==> config.mk <==
export PLATFORM = sky130hd
export DESIGN_NAME = fsm_control
export DESIGN_NICKNAME = d
export VERILOG_FILES = /design/src/rtl/fsm_control.sv
export SDC_FILE = /design/constraint.sdc
export NUM_CORES = 1
export LEC_CHECK = 0
export CAP_MARGIN = 20
export CORE_MARGIN = 2
export CORE_UTILIZATION = 42
export CTS_CLUSTER_SIZE = 16
export DETAILED_ROUTE_END_ITERATION = 6
export PLACE_DENSITY = 0.89
export REMOVE_ABC_BUFFERS = 1
export SKIP_CTS_REPAIR_TIMING = 1
export SLEW_MARGIN = 30
export SYNTH_ARGS = -nofsm -noshare
export SYNTH_HDL_FRONTEND = slang
export SYNTH_SLANG_ARGS = --single-unit
export TNS_END_PERCENT = 30
==> constraint.sdc <==
create_clock -name clk -period 2.3 [get_ports clk]
set_input_delay 0.69 -clock clk [delete_from_list [all_inputs] [get_ports clk]]
set_output_delay 0.69 -clock clk [all_outputs]
set_load 0.02 [all_outputs]
==> src/rtl/fsm_control.sv <==
`default_nettype none
// ============================================================================
// Module   : fsm_control
// Purpose  : Output-stage control FSM (RESET -> INIT -> IDLE <-> ACTIVE, sticky
//            ERROR) holding the FIFO almost-full / almost-empty thresholds.
// Revision : 1.0 - initial release
// ============================================================================
module fsm_control #(
    parameter int N_FIFOS         = 4,
    parameter int INDEX           = 2,
    parameter int TH_WIDTH        = 3,
    parameter int UMBRAL_ALTO_DEF = 6,
    parameter int UMBRAL_BAJO_DEF = 1
) (
    input  logic                clk,
    input  logic                reset,
    input  logic                init,
    input  logic [TH_WIDTH-1:0] umbral_alto_in,
    input  logic [TH_WIDTH-1:0] umbral_bajo_in,
    input  logic [N_FIFOS-1:0]  fifo_empty,
    input  logic [N_FIFOS-1:0]  fifo_error,
    output logic [4:0]          state,
    output logic [TH_WIDTH-1:0] umbral_alto,
    output logic [TH_WIDTH-1:0] umbral_bajo,
    output logic                IDLE,
    output logic                active,
    output logic                error_out,
    output logic [INDEX-1:0]    error_idx,
    output logic                th_invalid
);

    localparam logic [4:0] c_ST_RESET  = 5'b00001;
    localparam logic [4:0] c_ST_INIT   = 5'b00010;
    localparam logic [4:0] c_ST_IDLE   = 5'b00100;
    localparam logic [4:0] c_ST_ACTIVE = 5'b01000;
    localparam logic [4:0] c_ST_ERROR  = 5'b10000;

    localparam logic [TH_WIDTH-1:0] c_ALTO_DEF = TH_WIDTH'(UMBRAL_ALTO_DEF);
    localparam logic [TH_WIDTH-1:0] c_BAJO_DEF = TH_WIDTH'(UMBRAL_BAJO_DEF);

    logic [4:0]          r_state;
    logic [4:0]          w_state_next;
    logic [TH_WIDTH-1:0] r_umbral_alto;
    logic [TH_WIDTH-1:0] r_umbral_bajo;
    logic [INDEX-1:0]    r_error_idx;
    logic                r_th_invalid;

    logic                w_any_error;
    logic                w_all_empty;
    logic                w_in_init;
    logic                w_pair_ok;
    logic                w_load;
    logic                w_reject;
    logic                w_err_entry;
    logic [INDEX-1:0]    w_lowest_err;

    assign w_any_error = |fifo_error;
    assign w_all_empty = &fifo_empty;
    assign w_in_init   = (r_state == c_ST_INIT);
    assign w_pair_ok   = (umbral_bajo_in < umbral_alto_in);
    assign w_load      = w_in_init && init && w_pair_ok;
    assign w_reject    = w_in_init && init && !w_pair_ok;
    assign w_err_entry = ((r_state == c_ST_IDLE) || (r_state == c_ST_ACTIVE)) && w_any_error;

    // Scan from the top so the lowest set bit is the one left standing.
    always_comb begin
        w_lowest_err = '0;
        for (int i = N_FIFOS - 1; i >= 0; i--) begin
            if (fifo_error[i]) begin
                w_lowest_err = INDEX'(i);
            end
        end
    end

    always_comb begin
        w_state_next = r_state;
        case (r_state)
            c_ST_RESET: begin
                w_state_next = c_ST_INIT;
            end
            c_ST_INIT: begin
                if (!init) begin
                    w_state_next = c_ST_IDLE;
                end
            end
            c_ST_IDLE: begin
                if (w_any_error) begin
                    w_state_next = c_ST_ERROR;
                end else if (init) begin
                    w_state_next = c_ST_INIT;
                end else if (!w_all_empty) begin
                    w_state_next = c_ST_ACTIVE;
                end
            end
            c_ST_ACTIVE: begin
                if (w_any_error) begin
                    w_state_next = c_ST_ERROR;
                end else if (init) begin
                    w_state_next = c_ST_INIT;
                end else if (w_all_empty) begin
                    w_state_next = c_ST_IDLE;
                end
            end
            c_ST_ERROR: begin
                w_state_next = c_ST_ERROR;
            end
            default: begin
                w_state_next = c_ST_RESET;
            end
        endcase
    end

    always_ff @(posedge clk or posedge reset) begin
        if (reset) begin
            r_state <= c_ST_RESET;
        end else begin
            r_state <= w_state_next;
        end
    end

    // Rejected pairs leave the previous thresholds untouched.
    always_ff @(posedge clk or posedge reset) begin
        if (reset) begin
            r_umbral_alto <= c_ALTO_DEF;
            r_umbral_bajo <= c_BAJO_DEF;
            r_th_invalid  <= 1'b0;
        end else begin
            r_th_invalid <= w_reject;
            if (w_load) begin
                r_umbral_alto <= umbral_alto_in;
                r_umbral_bajo <= umbral_bajo_in;
            end
        end
    end

    // Captured only on the entering edge; ERROR never re-samples it.
    always_ff @(posedge clk or posedge reset) begin
        if (reset) begin
            r_error_idx <= '0;
        end else if (w_err_entry) begin
            r_error_idx <= w_lowest_err;
        end
    end

    assign state       = r_state;
    assign umbral_alto = r_umbral_alto;
    assign umbral_bajo = r_umbral_bajo;
    assign error_idx   = r_error_idx;
    assign th_invalid  = r_th_invalid;
    assign IDLE        = (r_state == c_ST_IDLE);
    assign active      = (r_state == c_ST_ACTIVE);
    assign error_out   = (r_state == c_ST_ERROR);

endmodule
`default_nettype wire
* Word-level counts from Yosys, hierarchy flattened *
Cells that the tools add are included.

word-level totals
  register bits after elaboration = 14
  logic and storage cells = 35

operators by class
  muxes and demuxes = 12
  reductions and logical operators = 9
  equal/unequal tests = 8
  $lt $le $gt $ge = 1

operators with widths
  operator            number
  $mux 5              7
  $pmux 5 s5          1
  $mux 2              4
  $eq 5x1->1 const B  1
  $eq 5x2->1 const B  1
  $eq 5x3->1 const B  1
  $eq 5x4->1 const B  1
  $eq 5x5->1 const B  1
  $logic_and 1x1->1   4
  $ne 4x2->1 const B  1
  $ne 4x4->1 const B  1
  $reduce_and 4->1    1
  $reduce_or 4->1     1
  $lt 3x3->1          1
  $reduce_and 3->1    1
  $ne 2x2->1 const B  1
  $logic_not 1->1     1
  $logic_or 1x1->1    1

* Logic depth before layout (Yosys ltp) *
Gate-level depths: netlist (run 1).

  word-level depth = 5
  gate-level depth with buffers = 6

* Worst setup path before layout (run 1) *
Ideal clock, no wire load.

  path type = input-to-reg
  start point = input umbral_alto_in[2]
  end point = register r_umbral_alto[0], in the netlist umbral_alto[0]
  data arrival time = 1.873 ns
  library setup time = 0.125 ns
  path buffers = 0
  setup slack = 0.302 ns
  stages on the path = 6
  cell sequence = inv_1 ha_1 a21oi_1 o21ai_0 nor3_4 mux2_2

on the way
  word-level cells in the longest chain between the ends = 2

ends and longest elaborated chain
  item                    RTL line  RTL
  start: declaration      18        input logic [TH_WIDTH-1:0] umbral_alto_in,
  $lt 3x3->1              60        assign w_pair_ok = (umbral_bajo_in < umbral_alto_in);
  $logic_and 1x1->1       61        assign w_load = w_in_init && init && w_pair_ok;
  end signal: assignment  124       r_umbral_alto <= c_ALTO_DEF;
  end signal: assignment  130       r_umbral_alto <= umbral_alto_in;
  end: declaration        43        logic [TH_WIDTH-1:0] r_umbral_alto;

Every way passes these cells.
A chain may end at the register's enable or synchronous reset.

* Final worst setup path (run 1) *
  start point = input umbral_alto_in[2]
  end point = register r_umbral_bajo[1], in the netlist umbral_bajo[1]

on the way
  word-level cells in the longest chain between the ends = 2

ends and longest elaborated chain
  item                    RTL line  RTL
  $lt 3x3->1              60
  $logic_and 1x1->1       61
  end signal: assignment  125       r_umbral_bajo <= c_BAJO_DEF;
  end signal: assignment  131       r_umbral_bajo <= umbral_bajo_in;
  end: declaration        44        logic [TH_WIDTH-1:0] r_umbral_bajo;

Every way passes these cells.

==> flow_metrics.env, run 1 <==
export IMPL_wl_per_cell_um=13.4
export IMPL_drv_slew=0
export IMPL_postLayoutCellArea_mm2=0.00116
export IMPL_clk_path_buf_depth=2
export IMPL_cts_tree="yes"
export IMPL_clock_latency_ns=0.28
export IMPL_crit_reg2reg_launch="state[4]"
export IMPL_mostFrequentLayoutCells="clkdlybuf4s50_1 (30), nor2_1 (10), dfrtp_1 (10), inv_1 (6), mux2_2 (6)"
export IMPL_path_max_fanout=6
export IMPL_setup_viol=0
export IMPL_layout_commonest_cell="clkdlybuf4s50_1"
export IMPL_min_path_type="reg -> reg"
export IMPL_rsz0062_at_grt="no"
export IMPL_combPwrFrac_pct=50.2
export IMPL_die_area_mm2=0.00207
export IMPL_p_clk_share_pct=14.5
export IMPL_maxCapViolCount=0
export IMPL_dpl_cell_area_mm2=0.00109
export IMPL_grt_max_degree=15
export IMPL_status="finished clean"
export IMPL_pwr_share_seq_pct=35.3
export IMPL_grt_pass1_wl_um=2820
export IMPL_core_area_mm2=0.00156
export IMPL_clk_pin_slew_ns=0.09
export IMPL_hold_viol=0
export IMPL_fin_cells=122
export IMPL_drt_total_wl_um=1640
export IMPL_period_share_pct=95.1
export IMPL_grt_usage_pct=19.0
export IMPL_antenna_found_initial=0
export IMPL_p_sw_w=0.000426
export IMPL_critical_path_arrival_ns=2.35
export IMPL_critPathLaunchType="input pin"
export IMPL_synth_seq_area_share_pct=49.2
export IMPL_min_from="error_idx[0]"
export IMPL_min_period_ns=2.19
export IMPL_finClkSkew_ns=0.00546
export IMPL_numClockSinks=14
export IMPL_p_int_w=0.000793
export IMPL_synthArstFlopShare_pct=100
export IMPL_ctsHtreeMaxLevel=1
export IMPL_rows=14
export IMPL_area_delta_synth_final_pct=60.5
export IMPL_p_leak_nw=0.556
export IMPL_critPathRequiredTime_ns=2.47
export IMPL_antenna_left=0
export IMPL_ys_ff_latch=14
export IMPL_tightest_slew_ns=0.510
export IMPL_syn_area_per_cell_um2=10.9
export IMPL_p_total_w=0.00122
export IMPL_synth_edff_count=0
export IMPL_root_buffer="clkbuf_4"
export IMPL_antennaDiodeCount=0
export IMPL_finish_utilization_pct=74.3
export IMPL_drive_gt1_share_pct=22.6
export IMPL_cts_made_buffers=3
export IMPL_drtIter0Drc=6
export IMPL_start_util_pct=46.3
export IMPL_place_congestion=0.753
export IMPL_swShare_pct=35.0
export IMPL_worstSetupStartpoint="umbral_alto_in[2]"
export IMPL_yosysUniqueCellTypes=28
export IMPL_vias=648
export IMPL_first_global_vias=696
export IMPL_worstSetupEndpointType="flip-flop"
export IMPL_io_buffers=33
export IMPL_vias_per_cell=5.31
export IMPL_placedCellCount=118
export IMPL_die_w_um=45.5
export IMPL_synth_flop_cell="dfrtp_1"
export IMPL_fin_nets=126
export IMPL_pin_count=34
export IMPL_powerDensity_mw_per_mm2=1050
export IMPL_drc_errors=0
export IMPL_die_y_um=45.5
export IMPL_syn_instance_count=66
export IMPL_netlist_area_um2=722
export IMPL_fmax_mhz=457
export IMPL_criticalPathCategory="in -> reg"
export IMPL_drt_pass1_iter_count=4
export IMPL_slew_headroom_pct=66.0
export IMPL_vdd_drop_max_mv=0.807
export IMPL_grt_remaining_overflow=0
export IMPL_yosys_warnings=0
export IMPL_dpl_hpwl_um=1320
==> state kept, by name (all words and copies together), names as in the netlist <==
signal,count
umbral_bajo,3
th_invalid,1
error_idx,2
umbral_alto,3
state,5
==> Yosys cell counts, drive strengths merged (2+ instances only) <==
cell type | number | area share [%]
a21oi | 3 | 2.1
dfrtp | 10 | 35
dfstp | 4 | 15
ha | 2 | 3.5
inv | 6 | 3.1
mux2 | 6 | 9.4
nand2b | 2 | 1.7
nand3b | 2 | 2.1
nor2 | 11 | 6.1
nor3 | 2 | 2.9
o21ai | 2 | 1.4
o22a | 2 | 2.4
==> cells by family after synthesis <==
kind of cell / after synthesis / synth area share (%)
flops: 14 / 49.2
mux: 6 / 9.36
buf+inv: 6 / 3.12
compound gates: 11 / 11.6
xor+xnor: 1 / 1.21
simple gates: 26 / 22.0
fa+ha+maj: 2 / 3.47
==> metal layers <==
layer,global-route usage [%],wire [um],vias to the layer above
met5,0,0,-
met4,8.82,29,0
met3,2.78,70,5
met2,36.3,885,22
met1,19.8,652,303
li1,-,-,318
==> path summary, 6_finish.rpt <==
kind	cells past startpoint	slack [ns]	endpoint
max	7	0.11	umbral_bajo[1]
max in group asynchronous	2	1.21	state[0]
min	1	0.50	error_idx[0]
min reg2reg	1	0.50	error_idx[0]
min in group asynchronous	2	0.73	error_idx[0]
max reg2reg	5	0.61	umbral_bajo[1]
==> worst max-delay path, cell delays in order <==
cell             delay, ns
clkdlybuf4s50_1       0.47
inv_1                 0.07
ha_4                  0.25
a21oi_2               0.14
o21ai_2               0.08
nor3_4                0.27
mux2_2                0.38
==> power groups by stage <==
stage	combinational, W	sequential [W]	clock, W
after floorplan	0.000200	0.000558	0
after global placement	0.000596	0.000434	0
after detailed placement	0.000609	0.000435	0
after CTS	0.000612	0.000431	0.000177
after global routing	0.000659	0.000444	0.000185
final	0.000612	0.000430	0.000177
==> final cells by class <==
cell class / instances / area (um2)
clock buffer: 4 / 36.3
fill: 108 / 400
inverter: 6 / 22.5
multi-input combinational: 46 / 364
sequential: 14 / 355
tap: 16 / 20.0
timing repair buffer: 36 / 360
==> through the flow <==
stage	TNS (ns)	hold slack, ns	worst slack [ns]
global route	0	0.540	0.0395
floorplan	0	0.576	0.302
detailed placement	-1.91	0.486	-0.343
global placement	-1.48	0.478	-0.264
finish	0	0.499	0.114
CTS	-0.665	0.507	-0.204
No activity file was read; power rests on OpenSTA's default activity.
==> run 2: changes to the inputs <==
- REMOVE_ABC_BUFFERS: 1 -> unset
==> results of run 2 <==
Same layout as run 1: the final DEF is identical, and so are final timing and power.
==> run 3: changes to the inputs <==
- CORE_ASPECT_RATIO: unset -> 0.75
- CORE_UTILIZATION: 42 -> 39
- PLACE_DENSITY: 0.89 -> 0.84
- clock period: 2.3 -> 2.1 ns (I/O delays scaled with it)
==> run 3 against run 2 <==
  * Final cell count is 7.4% higher
  * Sequential cell count is the same
  * The run now ends with setup timing left
  * Non-clock buffer count up 4
  * Clock-buffer cell count down 1
  * Clock power fell by 18%
  * Die area is 7.2% higher
  * Largest cell class is now buffers
  * Largest power group unchanged
  * Clock skew shrank 0.0018 ns
  * Via count up 1.4%
  * First-iteration DRC count is 17% lower
  * Global-route usage decreased by 0.62 points
==> flow_metrics.env, run 3 (synthesis gave the netlist of run 1 again) <==
export IMPL_drt_total_wl_um=1780
export IMPL_cpPeakStageDelay_ns=0.47
export IMPL_slew_headroom_pct=65.2
export IMPL_path_max_fanout=6
export IMPL_critPathRequiredTime_ns=2.26
export IMPL_drv_slew=0
export IMPL_path_cells="clkdlybuf4s50_1 -> inv_1 -> ha_1 -> a21oi_2 -> o21ai_2 -> nor3_4 -> mux2_2"
export IMPL_grt_remaining_overflow=0
export IMPL_clk_path_buf_depth=2
export IMPL_p_total_w=0.00131
export IMPL_slowest_stage="clkdlybuf4s50_1"
export IMPL_area_delta_synth_final_pct=60.3
export IMPL_start_util_pct=41.5
export IMPL_wl_per_cell_um=13.6
export IMPL_mostFrequentLayoutCells="clkdlybuf4s50_1 (29), nor2_1 (10), dfrtp_1 (10), buf_4 (7)"
export IMPL_rsz0062_at_grt="yes"
export IMPL_min_path_type="reg -> reg"
export IMPL_clk_pin_slew_ns=0.07
export IMPL_antennaDiodeCount=0
export IMPL_grt_usage_pct=18.4
export IMPL_finClkSkew_ns=0.00364
export IMPL_powerDensity_mw_per_mm2=1130
export IMPL_violations="setup timing"
export IMPL_vdd_drop_max_mv=0.890
export IMPL_drive_gt1_share_pct=25.7
export IMPL_die_w_um=53.7
export IMPL_grt_max_degree=15
export IMPL_rows=13
export IMPL_pin_count=34
export IMPL_crit_family="buffers and inverters"
export IMPL_layout_commonest_cell="clkdlybuf4s50_1"
export IMPL_drc_errors=0
export IMPL_status="finished, violations left"
export IMPL_min_period_ns=2.21
export IMPL_synth_net_count=85
export IMPL_critical_path_arrival_ns=2.38
export IMPL_grt_pass1_wl_um=2760
export IMPL_tightest_slew_ns=0.521
export IMPL_clock_latency_ns=0.28
export IMPL_root_buffer="clkbuf_4"
export IMPL_vias_per_cell=5.02
export IMPL_first_global_vias=656
export IMPL_largest_reg_flops=5
export IMPL_p_leak_nw=0.543
export IMPL_hold_viol=0
export IMPL_criticalPathCategory="in -> reg"
export IMPL_fmax_mhz=452
export IMPL_cts_made_buffers=3
export IMPL_cp_num_buf_inv=2
export IMPL_drt_pass1_iter_count=4
export IMPL_die_y_um=41.3
export IMPL_maxCapViolCount=0
export IMPL_antenna_left=0
export IMPL_ctsHtreeMaxLevel=1
export IMPL_cts_tree="yes"
export IMPL_drtIter0Drc=5
export IMPL_antenna_found_initial=0
export IMPL_dpl_hpwl_um=1410
export IMPL_finish_utilization_pct=66.5
export IMPL_period_share_pct=105
export IMPL_core_area_mm2=0.00174
export IMPL_vias=657
export IMPL_io_buffers=33
export IMPL_critPathLaunchType="input pin"
export IMPL_numClockSinks=14
export IMPL_die_area_mm2=0.00221
export IMPL_fin_nets=130
export IMPL_worstSetupEndpointType="flip-flop"
export IMPL_place_congestion=0.729
export IMPL_setup_slack_ns=-0.113
export IMPL_setup_viol=6
## run 3: final timing paths
path                                    from        endpoint  slack [ns]  cells after the start
min in group asynchronous              reset        state[2]        0.68                      2
max                        umbral_alto_in[2]  umbral_bajo[2]       -0.11                      7
max reg2reg                         state[0]  umbral_bajo[2]        0.40                      5
min reg2reg                     error_idx[0]    error_idx[0]        0.51                      1
max in group asynchronous              reset  umbral_bajo[0]        1.05                      2
min                             error_idx[0]    error_idx[0]        0.51                      1
## run 3: worst register-to-register path: cells and delay by family, from the launching register on
kind / cells / cell delay [ns]
DFF: 1 / 0.37
muxes: 1 / 0.38
buffers and inverters: 1 / 0.14
and+or+nand+nor: 3 / 0.68
## run 3: stage by stage
step | std cells | hold WS (ns) | area [um2] | worst slack, ns | setup TNS, ns
6_report | 131 | 0.512 | 1160 | -0.113 | -0.474
3_3_place_gp | 128 | 0.481 | 1130 | -0.403 | -2.33
3_5_place_dp | 128 | 0.495 | 1130 | -0.464 | -2.60
5_1_grt | 131 | 0.538 | 1160 | -0.229 | -1.18
4_1_cts | 131 | 0.520 | 1150 | -0.309 | -1.79
2_1_floorplan | 66 | 0.516 | 722 | 0.162 | 0
## run 3: layout make-up
cell class | count | area [um2]
inverters | 6 | 22.5
repair buffers | 40 | 378
flip-flops and latches | 14 | 355
multi-input cells | 46 | 352
fillers | 143 | 583
well taps | 22 | 27.5
clock buffers | 3 | 22.5
## run 3: power breakdown
group / leakage [nW] / switching, W / internal (W)
Sequential: 0.171 / 0.0000613 / 0.000402
Clock: 0.0138 / 0.0000790 / 0.0000666
Combinational: 0.358 / 0.000331 / 0.000372
## run 3: routing by layer
metal | track usage (%) | wire (um) | up-vias
li1 | - | - | 323
met1 | 19.7 | 771 | 303
met2 | 34.5 | 858 | 26
met3 | 6.93 | 123 | 5
met4 | 5.13 | 27 | 0
met5 | 0 | 0 | -
